## config.mk

```make
export PLATFORM = sky130hd
export DESIGN_NAME = bitwise_gate_pipe
export DESIGN_NICKNAME = d
export VERILOG_FILES = /design/src/rtl/bitwise_gate_pipe.sv
export SDC_FILE = /design/constraint.sdc
export NUM_CORES = 1
export LEC_CHECK = 0
export BUFFER_PORTS_ARGS = -buffer_cell sky130_fd_sc_hd__buf_2
export CAP_MARGIN = 20
export CORE_ASPECT_RATIO = 1.25
export CORE_MARGIN = 1.5
export CORE_UTILIZATION = 55
export DETAILED_ROUTE_END_ITERATION = 8
export GPL_ROUTABILITY_DRIVEN = 0
export PLACE_DENSITY = 0.8
export SYNTH_ARGS = -nofsm -noshare
export SYNTH_HDL_FRONTEND = slang
export SYNTH_SLANG_ARGS = --single-unit
```

## constraint.sdc

```tcl
create_clock -name clk -period 3.1 [get_ports clk]
set_input_delay 0.465 -clock clk [delete_from_list [all_inputs] [get_ports clk]]
set_output_delay 0.465 -clock clk [all_outputs]
set_load 0.005 [all_outputs]
```

## src/rtl/bitwise_gate_pipe.sv

```systemverilog
// Registered bitwise gate unit with valid/ready on both sides and one full-throughput stage.
// Accumulate mode replaces operand B with a running register for XOR checksums and AND/OR masks.
module bitwise_gate_pipe #(
   parameter int WIDTH = 8,
   parameter int CNT_W = 16
) (
   input  logic             clk,
   input  logic             rst,
   input  logic             in_valid,
   output logic             in_ready,
   input  logic [WIDTH-1:0] a,
   input  logic [WIDTH-1:0] b,
   input  logic [2:0]       op,
   input  logic             acc_mode,
   input  logic             acc_clr,
   output logic             out_valid,
   input  logic             out_ready,
   output logic [WIDTH-1:0] c,
   output logic             parity,
   output logic             zero,
   output logic [CNT_W-1:0] xfer_cnt
);

   // Handshake: a beat moves on a side when valid && ready at the rising edge;
   // in_ready is combinational (free slot or slot draining this cycle).
   logic             accept;
   logic             xfer;
   logic [WIDTH-1:0] b_eff;
   logic [WIDTH-1:0] res;

   logic             out_valid_q, out_valid_d;
   logic [WIDTH-1:0] c_q, c_d;
   logic             parity_q, parity_d;
   logic             zero_q, zero_d;
   logic [WIDTH-1:0] acc_q, acc_d;
   logic [CNT_W-1:0] cnt_q, cnt_d;

   assign in_ready = !out_valid_q || out_ready;
   assign accept   = in_valid && in_ready;
   assign xfer     = out_valid_q && out_ready;

   always_comb begin
      b_eff = b;
      if (acc_mode) begin
         b_eff = acc_clr ? '0 : acc_q;
      end
   end

   always_comb begin
      res = a;
      case (op)
         3'b000: res = a & b_eff;
         3'b001: res = a | b_eff;
         3'b010: res = a ^ b_eff;
         3'b011: res = ~(a & b_eff);
         3'b100: res = ~(a | b_eff);
         3'b101: res = ~(a ^ b_eff);
         3'b110: res = ~a;
         3'b111: res = a;
         default: res = a;
      endcase
   end

   always_comb begin
      out_valid_d = out_valid_q;
      c_d         = c_q;
      parity_d    = parity_q;
      zero_d      = zero_q;
      acc_d       = acc_q;
      cnt_d       = cnt_q;
      if (xfer) begin
         out_valid_d = 1'b0;
         if (cnt_q != {CNT_W{1'b1}}) cnt_d = cnt_q + 1'b1;
      end
      if (accept) begin
         out_valid_d = 1'b1;
         c_d         = res;
         parity_d    = ^res;
         zero_d      = (res == '0);
         // acc_clr outside accumulate mode only wipes the register for later beats
         if (acc_mode) acc_d = res;
         else if (acc_clr) acc_d = '0;
      end
   end

   always_ff @(posedge clk or posedge rst) begin
      if (rst) begin
         out_valid_q <= 1'b0;
         c_q         <= '0;
         parity_q    <= 1'b0;
         zero_q      <= 1'b0;
         acc_q       <= '0;
         cnt_q       <= '0;
      end else begin
         out_valid_q <= out_valid_d;
         c_q         <= c_d;
         parity_q    <= parity_d;
         zero_q      <= zero_d;
         acc_q       <= acc_d;
         cnt_q       <= cnt_d;
      end
   end

   assign out_valid = out_valid_q;
   assign c         = c_q;
   assign parity    = parity_q;
   assign zero      = zero_q;
   assign xfer_cnt  = cnt_q;

endmodule

```

==> results.py <==
metrics = {
    "status": {
        "status": "complete, no violations",
    },
    "cells_and_area": {
        "antenna_cells": 0,
        "regArea_um2": 875.8,
        "stdcell_count": 403,
        "fill_cells": 402,
        "area_delta_synth_final_pct": 15.67,
        "final_util": 0.6541,
        "drive_above_1_share": 0.2274,
        "nets": 388,
        "multiInputGateArea_um2": 1598,
    },
    "global_routing": {
        "grt_pass1_vias": 2145,
        "grt_max_degree": 41,
        "grt_first_pass_wirelength_um": 9418,
        "grtUsageTotal": 0.2300,
        "antenna_found_initial": 0,
        "grt_overflow": 0,
    },
    "timing": {
        "max-slew-margin-rel": 0.5424,
        "whs_ns": 0.2609,
        "hold_viol": 0,
        "finalCriticalPeriod_ns": 2.799,
        "worst-slew-pin-transition_ns": 0.6863,
        "fin_crit_sh": 0.9029,
        "fmax_ghz": 0.3573,
        "setup_violations": 0,
        "rsz0062_at_grt": "no",
        "worst_clock_skew_ns": 0.006310,
        "slew_violations": 0,
    },
    "drt": {
        "ant_nets": 0,
        "routed_wl_um": 5584,
        "drt-initial-drc-count": 151,
        "route.detailed.drc": 0,
        "drtPass1Iterations": 4,
        "wire_per_inst_um": 13.86,
        "num_vias": 2309,
        "viasPerCell": 5.730,
    },
    "logic_synthesis": {
        "synthTopCellsByArea": "dfrtp_1 (33%), ha_1 (10%), xnor2_1 (5.7%)",
        "synth.distinct_cells": 47,
        "yosysMostFrequentCell": "nand2_1",
        "yosysSeqAreaShare": 0.3324,
        "synth_edf_count": 0,
        "ys_warn_count": 0,
        "async_reset_ff_frac": 1.000,
        "avgSynthCellArea_um2": 9.086,
        "synth_cells": 290,
        "synthesis.area_um2": 2635,
        "ys.flop_type": "dfrtp_1",
        "synth_top_area_share": 0.3324,
        "syn_nets": 336,
        "yosys.area.top_type": "dfrtp_1",
        "synthTopCellsByCount": "nand2_1 (39), dfrtp_1 (35), inv_1 (23), ha_1 (21), xnor2_1 (17)",
        "synth-seq-cells": 35,
    },
    "pwr": {
        "leakagePower_uw": 0.001523,
        "irDropWorstVdd_mv": 0.1842,
        "power_density_nw_per_um2": 465.7,
    },
    "clock_network": {
        "clkLatencyLatePin_ns": 0.28,
        "clock_sinks": 35,
        "cts-root-buf": "clkbuf_8",
        "h-tree-depth": 2,
        "post_cts_buffers": 0,
        "cts_buffers": 5,
        "ctsResizeCount": 0,
        "cts_tree": "built",
        "cts_buffer_depth": 2,
        "clk_pin_slew_ns": 0.07,
        "cts_hold_buf": 0,
    },
    "worst_setup_path": {
        "path_cells": "buf_2, inv_1, a21o_1, inv_1, ha_1, mux2_1, mux4_2, ha_1, xnor2_1, xnor2_1, o21ai_0",
        "rr_endpoint": "parity",
        "critPathRequiredTime_ns": 3.24,
        "crit_arrival_ns": 2.94,
        "end_kind": "flip-flop",
        "path_class": "in -> reg",
        "cp_slowest_cell": "mux4_2",
        "startpoint": "acc_mode",
        "crit_fanout": 11,
        "r2r_setup_slack_ns": 0.44,
        "reg2reg_depth": 13,
        "slowest_delay_ns": 0.52,
        "reg2reg_from": "acc_q[1]",
        "start_kind": "input port",
    },
    "floorplanning": {
        "die_x_um": 64.91,
        "start_util": 0.5655,
        "core_region_area_um2": 4659,
        "die_h_um": 80.39,
        "num_io_pins": 53,
        "dieArea_um2": 5218,
        "rows": 28,
    },
    "job": {
        "max-cap-violations": 0,
    },
    "placement": {
        "port_buffers": 52,
        "dp_hpwl_um": 4457,
        "placedCellCount": 395,
    },
    "min_path": {
        "min_path_type": "in -> async",
    },
}
-- cells by family (layout without fill, tap and decap cells) --
logic type | count (synthesis) | count (layout) | share of synthesized area
AOI/OAI and AO/OA | 61 | 61 | 0.1553
buffers and inverters | 37 | 90 | 0.06125
adders and majority gates | 21 | 21 | 0.09971
muxes | 13 | 13 | 0.07075
xor gates and xnor gates | 25 | 25 | 0.08310
DFF | 35 | 35 | 0.3324
and+or+nand+nor | 98 | 98 | 0.1975
-- power by group --
| part | leakage, µW | internal (µW) | switching, µW |
|---|---|---|---|
| combinational | 0.00102 | 219 | 230 |
| clock | 0.0000515 | 203 | 153 |
| sequential | 0.000452 | 539 | 75.6 |
-- placed cells by master, fill, tap and decap left out, types with 3 or more instances in the layout --
cell	instances
nand3_1	4
buf_4	7
or2_1	4
nand4_1	4
o21ai_1	10
xnor2_1	17
nand2_1	39
mux4_2	4
xor2_1	8
dfrtp_1	35
a21oi_1	6
a31oi_1	3
nor2_1	12
o31ai_1	8
nor4_1	5
ha_1	21
o21ai_0	10
mux2_1	4
o2111ai_1	4
a211oi_1	4
nand2b_1	7
a21o_1	8
inv_1	23
and3_1	4
mux2i_1	4
buf_2	52
clkbuf_8	7
-- cell type report --
cell class	instances	area share
clock buffers	8	0.03284
inverters	23	0.02833
multi-input cells	218	0.5242
flip-flops and latches	35	0.2874
well taps	60	0.02463
repair buffers	59	0.1026
-- worst max-delay path: cells and delay by family --
kind	cells	cell delay (ns)
buffers and inverters	3	0.45
AOI/OAI and AO/OA	2	0.26
xor gates and xnor gates	2	0.34
muxes	2	0.81
adders and majority gates	2	0.61
-- layer usage --
layer,up-vias,track usage,routed length [µm],part of all wire
met5,-,0,0,0
met4,0,0.1255,145,0.026
met3,17,0.03221,261,0.047
met2,82,0.4010,2845,0.51
met1,1081,0.2699,2332,0.42
li1,1129,-,-,-
-- how the worst max path moves through the flow --
stage / endpoint / slack [ns] / cells past startpoint
global route: parity / 0.14 / 13
CTS: parity / 0.29 / 11
floorplan: parity / 0.18 / 11
global placement: parity / 0.09 / 11
detailed placement: parity / -0.01 / 11
finish: parity / 0.30 / 11
-- sequential cells by signal, summed over array words and instances (netlist names) --
| name | cells |
|---|---|
| zero | 1 |
| c | 8 |
| xfer_cnt | 16 |
| acc_q | 8 |
| out_valid | 1 |
| parity | 1 |
-- per-stage QoR --
stage	power, µW	setup slack (ns)	TNS, ns	cell area [µm²]
CTS	1432	0.2866	0	3048
detailed placement	1075	-0.009652	-0.009652	2948
floorplan	910.6	0.1806	0	2635
finish	1419	0.3011	0	3048
global route	1517	0.1356	0	3048
global placement	1060	0.09183	0	2948
Power figures use the tool's default switching activity.
